==> src/rtl/cpu_types_pkg.sv <==
`default_nettype none
// +--------------------------------------------------------------------------+
// | Package     : cpu_types_pkg                                              |
// | Description : Shared datapath/memory types. ramstate_t is the status     |
// |               reported by the RAM model; arb_state_t holds the states of |
// |               the memory arbiter FSM.                                    |
// | Revision    : 1.0  initial release                                       |
// +--------------------------------------------------------------------------+
package cpu_types_pkg;

  // RAM status as reported on the ramstate port
  typedef enum logic [1:0] {
    FREE   = 2'd0,
    BUSY   = 2'd1,
    ACCESS = 2'd2,
    ERROR  = 2'd3
  } ramstate_t;

  // Memory arbiter FSM states
  typedef enum logic [1:0] {
    IDLE  = 2'd0,
    DATA  = 2'd1,
    INSTR = 2'd2,
    ERR   = 2'd3
  } arb_state_t;

  localparam int STREAK_W = 4;   // data-grant streak counter width
  localparam int WDT_W    = 10;  // watchdog counter width

endpackage : cpu_types_pkg
`default_nettype wire

==> src/rtl/mem_arb_wdt.sv <==
`default_nettype none
// +--------------------------------------------------------------------------+
// | Module      : mem_arb_wdt                                                |
// | Description : Watchdog for the memory arbiter. Counts cycles spent in a  |
// |               granted transaction without an ACCESS response and flags   |
// |               expiry on the cycle the count reaches WDT_CYCLES.          |
// |               Only compiled when MEMARB_WDT_EN is defined.               |
// | Ports       : clk_i      clock, rising edge                              |
// |               rst_i      synchronous active-high reset                   |
// |               active_i   arbiter is in DATA or INSTR                     |
// |               access_i   RAM reports ACCESS this cycle                   |
// |               expired_o  limit reached this cycle                        |
// | Revision    : 1.0  initial release                                       |
// +--------------------------------------------------------------------------+
`ifdef MEMARB_WDT_EN
module mem_arb_wdt
  import cpu_types_pkg::*;
#(
  parameter int unsigned WDT_CYCLES = 255
) (
  input  logic clk_i,
  input  logic rst_i,
  input  logic active_i,
  input  logic access_i,
  output logic expired_o
);

  // The count holds the number of waiting cycles already completed, so the
  // WDT_CYCLES-th waiting cycle is the one where the count equals LIMIT.
  localparam logic [WDT_W-1:0] LIMIT = WDT_W'(WDT_CYCLES - 1);

  logic [WDT_W-1:0] cnt_q, cnt_d;

  always_comb begin
    cnt_d = cnt_q;
    if (!active_i || access_i) begin
      cnt_d = '0;
    end else if (cnt_q != '1) begin
      cnt_d = cnt_q + 1'b1;
    end
  end

  assign expired_o = active_i && !access_i && (cnt_q == LIMIT);

  always_ff @(posedge clk_i) begin
    if (rst_i) begin
      cnt_q <= '0;
    end else begin
      cnt_q <= cnt_d;
    end
  end

endmodule : mem_arb_wdt
`endif
`default_nettype wire

==> src/rtl/mem_arbiter.sv <==
`default_nettype none
// +--------------------------------------------------------------------------+
// | Module      : mem_arbiter                                                |
// | Description : Shares the single-port RAM between instruction fetch and   |
// |               data (LW/SW). Data has priority; after DATA_STREAK_MAX     |
// |               consecutive data grants with a fetch pending, the fetch is |
// |               granted. Hits are one-cycle pulses with combinational read |
// |               data. RAM errors latch a sticky err until RST.             |
// | Option      : MEMARB_WDT_EN adds a watchdog (mem_arb_wdt) that forces    |
// |               ERR after WDT_CYCLES cycles without ACCESS.                |
// | Ports       : CLK, RST               clock / sync active-high reset      |
// |               iREN, iaddr -> iload, ihit        instruction requester    |
// |               dREN, dWEN, daddr, dstore -> dload, dhit   data requester  |
// |               ramREN, ramWEN, ramaddr, ramstore  RAM request side        |
// |               ramload, ramstate                  RAM response side       |
// |               busy (DATA|INSTR), err (sticky error)                      |
// | Revision    : 1.0  initial release                                       |
// +--------------------------------------------------------------------------+
module mem_arbiter
  import cpu_types_pkg::*;
#(
  parameter int unsigned DATA_STREAK_MAX = 4,
  parameter int unsigned WDT_CYCLES      = 255
) (
  input  logic        CLK,
  input  logic        RST,
  input  logic        iREN,
  input  logic [31:0] iaddr,
  output logic [31:0] iload,
  output logic        ihit,
  input  logic        dREN,
  input  logic        dWEN,
  input  logic [31:0] daddr,
  input  logic [31:0] dstore,
  output logic [31:0] dload,
  output logic        dhit,
  output logic        ramREN,
  output logic        ramWEN,
  output logic [31:0] ramaddr,
  output logic [31:0] ramstore,
  input  logic [31:0] ramload,
  input  ramstate_t   ramstate,
  output logic        busy,
  output logic        err
);

  localparam logic [STREAK_W-1:0] STREAK_LIMIT = STREAK_W'(DATA_STREAK_MAX);

  arb_state_t          state_q, state_d;
  logic [STREAK_W-1:0] streak_q, streak_d;
  logic                err_q, err_d;
  logic                data_pend;
  logic                wdt_expired;

  assign data_pend = dREN | dWEN;
  assign busy      = (state_q == DATA) || (state_q == INSTR);
  assign err       = err_q;

`ifdef MEMARB_WDT_EN
  mem_arb_wdt #(
    .WDT_CYCLES (WDT_CYCLES)
  ) u_wdt (
    .clk_i     (CLK),
    .rst_i     (RST),
    .active_i  (busy),
    .access_i  (ramstate == ACCESS),
    .expired_o (wdt_expired)
  );
`else
  // WDT_CYCLES is at least 1, so this is a constant 0; the parameter stays
  // referenced so both builds share one instantiation interface.
  assign wdt_expired = (WDT_CYCLES == 32'd0);
`endif

  always_comb begin
    state_d  = state_q;
    ramREN   = 1'b0;
    ramWEN   = 1'b0;
    ramaddr  = '0;
    ramstore = '0;
    ihit     = 1'b0;
    dhit     = 1'b0;
    iload    = '0;
    dload    = '0;
    case (state_q)
      IDLE: begin
        // No strobes here: the grant decision only picks the next state.
        if (ramstate == ERROR) begin
          state_d = ERR;
        end else if (iREN && (!data_pend || (streak_q >= STREAK_LIMIT))) begin
          state_d = INSTR;
        end else if (data_pend) begin
          state_d = DATA;
        end
      end
      DATA: begin
        // Strobes follow the live request so an abort drops them at once.
        if (data_pend) begin
          ramaddr = daddr;
          if (dWEN) begin
            ramWEN   = 1'b1;
            ramstore = dstore;
          end else begin
            ramREN = 1'b1;
          end
        end
        if (ramstate == ERROR) begin
          state_d = ERR;
        end else if (!data_pend) begin
          state_d = IDLE;
        end else if (ramstate == ACCESS) begin
          state_d = IDLE;
          // A hit in the reset cycle would be lost by the requester anyway.
          if (!RST) begin
            dhit  = 1'b1;
            dload = ramload;
          end
        end else if (wdt_expired) begin
          state_d = ERR;
        end
      end
      INSTR: begin
        if (iREN) begin
          ramaddr = iaddr;
          ramREN  = 1'b1;
        end
        if (ramstate == ERROR) begin
          state_d = ERR;
        end else if (!iREN) begin
          state_d = IDLE;
        end else if (ramstate == ACCESS) begin
          state_d = IDLE;
          if (!RST) begin
            ihit  = 1'b1;
            iload = ramload;
          end
        end else if (wdt_expired) begin
          state_d = ERR;
        end
      end
      ERR: begin
        state_d = ERR;
      end
      default: begin
        state_d = IDLE;
      end
    endcase
  end

  // Streak of data grants taken while a fetch waits; saturates at all-ones.
  always_comb begin
    streak_d = streak_q;
    if (!iREN || ihit) begin
      streak_d = '0;
    end else if (dhit && (streak_q != '1)) begin
      streak_d = streak_q + 1'b1;
    end
  end

  assign err_d = err_q | ((state_q != ERR) && (state_d == ERR));

  always_ff @(posedge CLK) begin
    if (RST) begin
      state_q  <= IDLE;
      streak_q <= '0;
      err_q    <= 1'b0;
    end else begin
      state_q  <= state_d;
      streak_q <= streak_d;
      err_q    <= err_d;
    end
  end

endmodule : mem_arbiter
`default_nettype wire

==> config.mk <==
export PLATFORM = sky130hd
export DESIGN_NAME = mem_arbiter
export DESIGN_NICKNAME = d
export VERILOG_FILES = /design/src/rtl/cpu_types_pkg.sv /design/src/rtl/mem_arb_wdt.sv /design/src/rtl/mem_arbiter.sv
export SDC_FILE = /design/constraint.sdc
export NUM_CORES = 1
export LEC_CHECK = 0
export ABC_AREA = 1
export BUFFER_PORTS_ARGS = -buffer_cell sky130_fd_sc_hd__buf_4
export CORE_AREA = 5 5 101 103
export CTS_CLUSTER_SIZE = 25
export DETAILED_ROUTE_END_ITERATION = 10
export DIE_AREA = 0 0 106 108
export GPL_TIMING_DRIVEN = 0
export PLACE_DENSITY = 0.67
export SLEW_MARGIN = 20
export SYNTH_ARGS = -nofsm -noshare
export SYNTH_HDL_FRONTEND = slang
export SYNTH_HIERARCHICAL = 1
export SYNTH_SLANG_ARGS = --single-unit
==> constraint.sdc <==
create_clock -name CLK -period 1.3 [get_ports CLK]
set_input_delay 0 -clock CLK [delete_from_list [all_inputs] [get_ports CLK]]
set_output_delay 0 -clock CLK [all_outputs]
set_load 0.005 [all_outputs]
==> qor.yml, run 1 <==
setup.worst_path.start_class: "register"
hold_violations: 0
drv_cap: 0
grt_pass1_vias: 3473
pin_count: 269
stdcell_count: 771
ys_ff_latch: 7
finalWorstSetupSlack_ns: -0.2563
antenna_cells: 0
vdd_drop_max_uv: 576.3
cpPeakStageDelay_ns: 0.37
crit_type: "reg2out"
wl_per_cell_um: 15.56
ant_nets: 0
power.leakage_nw: 2.707
fmax_mhz: 642.5
worstPathMaxFanout: 7
synth.area.top_cells: "nor2_1 (24%), nand2_1 (21%), inv_1 (18%), a21oi_1 (11%), dfxtp_1 (8.5%)"
syn-num-nets: 500
worstPathCellList: "inv_4 -> ha_4 -> o21ai_4 -> clkinv_4 -> buf_6 -> nand2_2 -> a21oi_2 -> buf_4"
synth_seq_area_share: 0.08550
whs_ns: 0.1175
endpoint_kind: "output pin"
p_per_area_nw_per_um2: 785.7
drc: 0
drive_gt1_frac: 0.7197
mostFrequentLayoutCells: "buf_4 (247), inv_1 (72), nand2_1 (62), buf_6 (46), nor2_2 (44)"
drv_slew: 0
final_common_cell: "buf_4"
place_inst: 739
worst_pin_slew_ns: 0.2982
cts_root_buf: "clkbuf_8"
io_buffer_count: 268
grt_max_degree: 11
start_util: 0.1799
critical_path_arrival_ns: 1.56
dp_hpwl_um: 8833
clock-sinks: 7
vias_per_cell: 4.446
fin_crit_sh: 1.197
synth_area_per_cell_um2: 4.553
tns_ns: -27.55
first_iter_violations: 79
yosys_warnings: 6
finClkSkew_ns: 0.001699
period_needed_ns: 1.556
grt_overflow_total: 0
place_ws_ns: -0.3994
failed_checks: "negative setup slack"
vias: 3428
num_rows: 35
htreeDepth: 1
wl_um: 11990
relSlewSlack: 0.8004
cts_inserted_buffers: 3
grt_pass1_wl_um: 16500
synthCells: 360
cp.required_ns: 1.30
reg2reg_setup_slack_ns: -0.17
gp_congestion: 0.8411
rsz0062_at_grt: "true"
clk_path_buf_depth: 2
cp_top_family: "buffers and inverters"
cp_slowest_cell: "dfxtp_4"
status: "complete, but fails checks"
hp-class: "in2reg"
yosysTopAreaCellShare: 0.2382
die_h_um: 108
yosysTopAreaCell: "nor2_1"
track_usage: 0.1746
path_clk_slew_ns: 0.04
fill_cells: 774
tritoncts: "done"
antenna_found_initial: 0
first_pass_iters: 5
clock_latency_ns: 0.23
die-area_um2: 11450
netlist-cell-type-count: 20
core-area_um2: 9109
crit_buf_inv: 4
nets: 801
dieWidth_um: 106
finalSetupViolations: 139
post-route-util: 0.5635
synthesis.area_um2: 1639
area_growth_pct: 213.1
==> cell type report <==
| class | count | area [um^2] | share of cell area |
|---|---|---|---|
| Inverter | 81 | 331.6 | 0.06460 |
| Clock buffer | 4 | 45.04 | 0.008776 |
| Sequential cell | 7 | 147.6 | 0.02877 |
| Multi-Input combinational cell | 254 | 1769 | 0.3447 |
| Tap cell | 111 | 138.9 | 0.02706 |
| Timing Repair Buffer | 296 | 2437 | 0.4749 |
| Buffer | 18 | 262.8 | 0.05119 |
==> routing by layer <==
layer  track usage  part of all wire  up-vias
met5             0                 0        -
met4       0.03330             0.023        0
met3       0.05313             0.094       25
met2        0.3620              0.55      204
met1        0.1686              0.33     1553
li1              -                 -     1646
==> worst min-delay path: stages <==
cell,delay (ns)
buf_4,0.09
inv_1,0.08
nand2_1,0.08
nand2_1,0.05
==> synthesized netlist by cell type <==
cell type and count:
o21a_1 1, nand2_4 2, nand2_1 90, inv_2 3, inv_1 78, nor2_1 104
xnor2_1 1, dfxtp_1 7, nor3_1 2, nor2_2 1, nand3_1 6, nor2_4 1
a21oi_1 37, nor2_8 1, or2_0 1, ha_1 5, o21ai_2 1, buf_2 12
o21ai_0 1, clkbuf_1 6
==> report_power, final <==
part / internal (mW) / total, mW / switching, mW
clock: 0.213 / 0.313 / 0.100
sequential: 0.264 / 0.316 / 0.0519
combinational: 1.69 / 3.40 / 1.72
==> metrics by stage <==
stage	power [mW]	area [um^2]
after floorplan	1.271	1642
after global placement	2.420	3792
after detailed placement	2.457	3792
after CTS	3.601	4498
after global routing	4.320	5132
final	4.032	5132
==> final timing paths <==
kind,cells past startpoint,endpoint,from
setup / recovery,8,ramaddr[3],state_q[1]
hold / removal,4,err,RST
setup reg to reg,11,err,state_q[1]
hold reg to reg,2,err,err
==> registers in the layout, summed over array words and instances, names as in the netlist <==
name      flops
state_q       2
streak_q      4
err           1
==> repair_timing <==
| item | 4_1_cts | 5_1_grt |
|---|---|---|
| hold endpoints to repair | 2 | 0 |
| setup endpoints to repair | 139 | 139 |
| hold buffers | 1 | 0 |
| pin swaps | 10 | 9 |
| gates resized for setup | 151 | 168 |
| cloned | 10 | 1 |
| buffers inserted | 9 | 8 |
==> kinds of logic after synthesis <==
logic type               after synthesis  synth area share
XOR/XNOR                               1          0.005344
AND/OR/NAND/NOR                      208            0.5092
buffers and inverters                 99            0.2359
adder cells (fa/ha/maj)                5           0.03817
AO/OA/AOI/OAI                         40            0.1260
flip-flops                             7           0.08549
(Power assumes the default switching activity.)
==> run 2, diff against run 1 <==
--- a/config.mk
+++ b/config.mk
@@ -12,8 +12,7 @@
 export DETAILED_ROUTE_END_ITERATION = 10
 export DIE_AREA = 0 0 106 108
 export GPL_TIMING_DRIVEN = 0
-export PLACE_DENSITY = 0.67
-export SLEW_MARGIN = 20
+export PLACE_DENSITY = 0.69
 export SYNTH_ARGS = -nofsm -noshare
 export SYNTH_HDL_FRONTEND = slang
 export SYNTH_HIERARCHICAL = 1
==> run 2 against run 1 <==
Setup slack gained 0.013 ns. Register-to-register slack is essentially flat. Critical path depth is the same. The run still ends with negative setup slack left. Non-clock buffer count is the same. Sequential share of layout area is essentially flat. Largest power group unchanged. Die area is the same. Count of clock-buffer cells in the layout is the same. Via count shrank 0.82%. Critical endpoint is now ramaddr[17]. Worst hold slack lost 0.013 ns. Utilization grew 0.32 points.
==> qor.yml, run 2 (same netlist as run 1, synthesis figures left out) <==
drv_cap: 0
power.leakage_nw: 2.698
holdPathEnd: "err"
finClkSkew_ns: 0.001263
endpoint_kind: "output pin"
die_h_um: 108
wl_per_cell_um: 15.63
htreeDepth: 1
vias_per_cell: 4.404
cp.required_ns: 1.30
failed_checks: "negative setup slack"
clock_latency_ns: 0.22
vias: 3400
p_per_area_nw_per_um2: 773.0
crit_path_frequent_cell: "inv_4"
final_common_cell: "buf_4"
min_path_cells: 4
relSlewSlack: 0.8074
vdd_drop_max_uv: 613.4
fmax_mhz: 647.8
die-area_um2: 11450
path_clk_slew_ns: 0.04
critical_path_arrival_ns: 1.54
nets: 802
cpPeakStageDelay_ns: 0.37
grt_pass1_wl_um: 16930
hold_violations: 0
gp_congestion: 0.8398
cts_inserted_buffers: 3
worst_pin_slew_ns: 0.2877
drive_gt1_frac: 0.6838
r2r_start: "state_q[1]"
drc: 0
antenna_found_initial: 0
dp_hpwl_um: 8886
rr_endpoint: "streak_q[0]"
rr_worst_depth: 8
io_buffer_count: 268
grt_max_degree: 11
mostFrequentLayoutCells: "buf_4 (236), nand2_1 (85), inv_1 (72), buf_6 (61), nor2_4 (45)"
setup.worst_path.start_class: "register"
tritoncts: "done"
rsz0062_at_grt: "true"
first_iter_violations: 85
finalWorstSetupSlack_ns: -0.2438
area_growth_pct: 214.9
grt_pass1_vias: 3439
pin_count: 269
crit_buf_inv: 4
cts_root_buf: "clkbuf_8"
fin_crit_sh: 1.188
worstPathCellList: "inv_4 -> ha_4 -> o21ai_4 -> inv_4 -> buf_6 -> nand2_1 -> a21oi_2 -> buf_4"
dpl_cell_area_um2: 3792
final_area_um2: 5161
core-area_um2: 9109
clk_path_buf_depth: 2
antenna_cells: 0
clock-sinks: 7
first_pass_iters: 4
ant_nets: 0
hp-class: "in2reg"
reg2reg_setup_slack_ns: -0.16
start_util: 0.1799
num_rows: 35
fill_cells: 777
cp_top_family: "buffers and inverters"
largest_register: "streak_q"
largest_reg_flops: 4
total_power_mw: 3.989
finalSetupViolations: 135
wl_um: 12070
worstPathMaxFanout: 10
status: "complete, but fails checks"
track_usage: 0.1805
cp_slowest_cell: "dfxtp_4"
period_needed_ns: 1.544
dieWidth_um: 106
min_from: "RST"
drv_slew: 0
grt_overflow_total: 0
crit_type: "reg2out"
[run 2: power breakdown]
group / internal [mW] / switching [mW]
Combinational: 1.68 / 1.69
Clock: 0.212 / 0.0920
Sequential: 0.264 / 0.0537
Total: 2.16 / 1.83
[run 2: how the worst max path moves through the flow]
stage | from | to | slack [ns] | cells past startpoint
floorplan | state_q[1] | streak_q[0] | 0.01 | 7
global placement | state_q[1] | ramaddr[17] | -0.36 | 8
detailed placement | state_q[1] | ramaddr[17] | -0.39 | 6
CTS | state_q[1] | ramaddr[17] | -0.22 | 8
global route | state_q[1] | ramaddr[17] | -0.31 | 8
finish | state_q[1] | ramaddr[17] | -0.24 | 8
[run 2: worst register-to-register path: cells and delay by family (launching register included)]
family	cells	cell delay, ns
flops	1	0.37
simple gates	3	0.44
compound gates	2	0.21
fa+ha+maj	1	0.15
buf+inv	2	0.23
[run 2: per-layer routing]
layer | up-vias | global-route usage | share of wire
li1 | 1648 | - | -
met1 | 1552 | 0.1727 | 0.33
met2 | 186 | 0.3802 | 0.57
met3 | 14 | 0.04776 | 0.085
met4 | 0 | 0.03793 | 0.016
met5 | - | 0 | 0
[run 2: cell type report]
cell class              count  area [um^2]  share of cell area
plain buffers              18        266.5             0.05164
clock buffers               4        45.04            0.008727
inverters                  81        331.6             0.06424
multi-input cells         255         1744              0.3379
flip-flops and latches      7        147.6             0.02861
well taps                 111        138.9             0.02691
repair buffers            296         2487              0.4819
[run 2: what timing repair did]
| item | CTS | global route |
|---|---|---|
| endpoints found under the setup margin | 139 | 139 |
| setup buffers | 12 | 6 |
| pin swaps | 10 | 5 |
| resized for setup | 229 | 81 |
| hold buffers | 1 | 0 |
| cloned | 10 | 1 |
| endpoints found under the hold margin | 2 | 0 |
[run 2: per-stage QoR]
step | util | std cells | setup TNS, ns | setup WS [ns] | hold slack (ns)
floorplan | - | 360 | 0 | 0.009790 | 0.07071
global placement | 0.4163 | 739 | -23.27 | -0.3587 | 0.1822
detailed placement | 0.4163 | 739 | -29.44 | -0.3936 | 0.1894
CTS | 0.5294 | 766 | -18.93 | -0.2186 | 0.1012
global route | 0.5666 | 772 | -30.67 | -0.3128 | 0.1449
finish | 0.5666 | 772 | -22.35 | -0.2438 | 0.1050
==> run 3, diff against run 2 <==
--- a/config.mk
+++ b/config.mk
@@ -7,12 +7,12 @@
 export LEC_CHECK = 0
 export ABC_AREA = 1
 export BUFFER_PORTS_ARGS = -buffer_cell sky130_fd_sc_hd__buf_4
-export CORE_AREA = 5 5 101 103
+export CORE_AREA = 2 2 104 106
 export CTS_CLUSTER_SIZE = 25
 export DETAILED_ROUTE_END_ITERATION = 10
 export DIE_AREA = 0 0 106 108
 export GPL_TIMING_DRIVEN = 0
-export PLACE_DENSITY = 0.69
+export PLACE_DENSITY = 0.64
 export SYNTH_ARGS = -nofsm -noshare
 export SYNTH_HDL_FRONTEND = slang
 export SYNTH_HIERARCHICAL = 1
==> run 3 against run 2 <==
Die area is the same. Count of clock-buffer cells in the layout is the same. The flow still finishes with violations (negative setup slack). Largest power group unchanged. Final cell count grew 2.8%. Clock skew grew 0.0036 ns. Worst hold slack lost 0.016 ns. Sequential cell count is the same. Cell area shrank 4.3%. Setup slack lost 0.0056 ns. Via count shrank 1.4%. Utilization shrank 8.4 points. Total power shrank 5.6%. Maximum frequency shrank 0.36%. Critical endpoint is now iload[24].
==> qor.yml, run 3 (same netlist as run 1, synthesis figures left out) <==
post-route-util: 0.4829
grt_max_degree: 11
p_int_mw: 2.080
io_buffer_count: 268
critical_path_arrival_ns: 1.55
p_comb_frac: 0.836
fin_crit_sh: 1.192
r2r_start: "state_q[1]"
drive_gt1_frac: 0.6641
drv_slew: 0
grt_pass1_wl_um: 15840
ant_nets: 0
num_rows: 37
drc: 0
dieWidth_um: 106
die_h_um: 108
critPathLaunch: "state_q[1]"
tns_ns: -23.28
cts_root_buf: "clkbuf_8"
grt_overflow_total: 0
setup.worst_path.start_class: "register"
wl_met3_um: 826
vdd_drop_max_uv: 442.8
fmax_mhz: 645.4
cts_inserted_buffers: 3
clock-sinks: 7
seqPwrFrac: 0.082
antenna_cells: 0
power.leakage_nw: 2.694
final_common_cell: "buf_4"
cp.required_ns: 1.30
die-area_um2: 11450
area_growth_pct: 201.5
hold_violations: 0
dp_hpwl_um: 8512
dpl_cell_area_um2: 3824
clockPowerShare: 0.082
crit_path_frequent_cell: "buf_6"
hp-class: "in2reg"
critPathCapture: "iload[24]"
path_clk_slew_ns: 0.04
finClkSkew_ns: 0.004870
route.met2.wl_um: 6062
pin_count: 269
htreeDepth: 1
grt_pass1_vias: 3280
tritoncts: "done"
track_usage: 0.1701
start_util: 0.1602
gp_congestion: 0.8169
relSlewSlack: 0.8084
final_area_um2: 4941
reg2reg_setup_slack_ns: -0.17
rr_endpoint: "err"
core-area_um2: 10230
first_pass_iters: 4
crit_type: "reg2out"
nets: 799
cp_slowest_cell: "dfxtp_4"
wl_um: 10990
p_per_area_nw_per_um2: 762.4
wl_met1_um: 3967
first_iter_violations: 130
clock_latency_ns: 0.23
vias: 3351
finalWorstSetupSlack_ns: -0.2494
rr_worst_depth: 12
finalSetupViolations: 138
antenna_found_initial: 0
switchingPower_mw: 1.687
wl_per_cell_um: 13.84
mostFrequentLayoutCells: "buf_4 (262), nand2_1 (81), inv_1 (72), nor2_2 (50), nor2_1 (36)"
worstPathMaxFanout: 8
status: "complete, but fails checks"
switching_share: 0.4479
endpoint_kind: "output pin"
period_needed_ns: 1.549
largest_register: "streak_q"
worstPathCellList: "buf_6 -> ha_4 -> nand2_8 -> nor2_4 -> inv_6 -> buf_6 -> nor2_1 -> buf_4"
worst_pin_slew_ns: 0.2863
total_power_mw: 3.767
failed_checks: "negative setup slack"
top_layer: "met4"
rsz0062_at_grt: "true"
largest_reg_flops: 4
cpPeakStageDelay_ns: 0.37
clk_path_buf_depth: 2
vias_per_cell: 4.220
drv_cap: 0
-- run 3: layout make-up --
class,instances,area [um^2]
Inverter,81,331.6
Tap cell,136,170.2
Multi-Input combinational cell,254,1598
Fill cell,993,5290
Sequential cell,7,147.6
Timing Repair Buffer,294,2380
Clock buffer,4,45.04
Buffer,18,269.0
-- run 3: what timing repair did --
action,4_1_cts,5_1_grt
hold endpoints to repair,2,0
buffers inserted,12,6
resized for setup,199,46
setup endpoints to repair,139,139
hold buffers,1,0
gates cloned,7,2
pin swaps,13,5
-- run 3: metrics by stage --
step / std cells / hold WS [ns] / worst slack, ns
finish: 794 / 0.08931 / -0.2494
global route: 794 / 0.1283 / -0.2991
CTS: 788 / 0.08367 / -0.2287
detailed placement: 764 / 0.1866 / -0.5284
global placement: 764 / 0.1831 / -0.4597
floorplan: 360 / 0.07071 / 0.009790
-- run 3: layer usage --
metal,vias up,global-route usage
li1,1636,-
met2,186,0.3465
met3,10,0.03134
met1,1519,0.1817
met4,0,0.03195
met5,-,0
-- run 3: how the worst min path moves through the flow --
stage | from | end | slack, ns | cells past startpoint
after global placement | RST | state_q[0] | 0.18 | 2
final | RST | err | 0.09 | 4
after detailed placement | RST | state_q[0] | 0.19 | 2
after floorplan | dstore[0] | ramstore[0] | 0.07 | 2
after CTS | RST | err | 0.08 | 4
after global routing | RST | err | 0.13 | 4
-- run 3: power groups by stage --
stage / clock network (mW) / logic, mW / registers (mW)
floorplan: 0 / 0.994 / 0.278
finish: 0.309 / 3.15 / 0.310
global placement: 0 / 2.14 / 0.280
global route: 0.336 / 3.41 / 0.313
CTS: 0.320 / 3.00 / 0.308
detailed placement: 0 / 2.18 / 0.283
-- run 3: critical path, delay by kind of cell (launching register included) --
family / cells / cell delay [ns]
buf+inv: 4 / 0.47
fa+ha+maj: 1 / 0.15
flops: 1 / 0.37
simple gates: 3 / 0.33
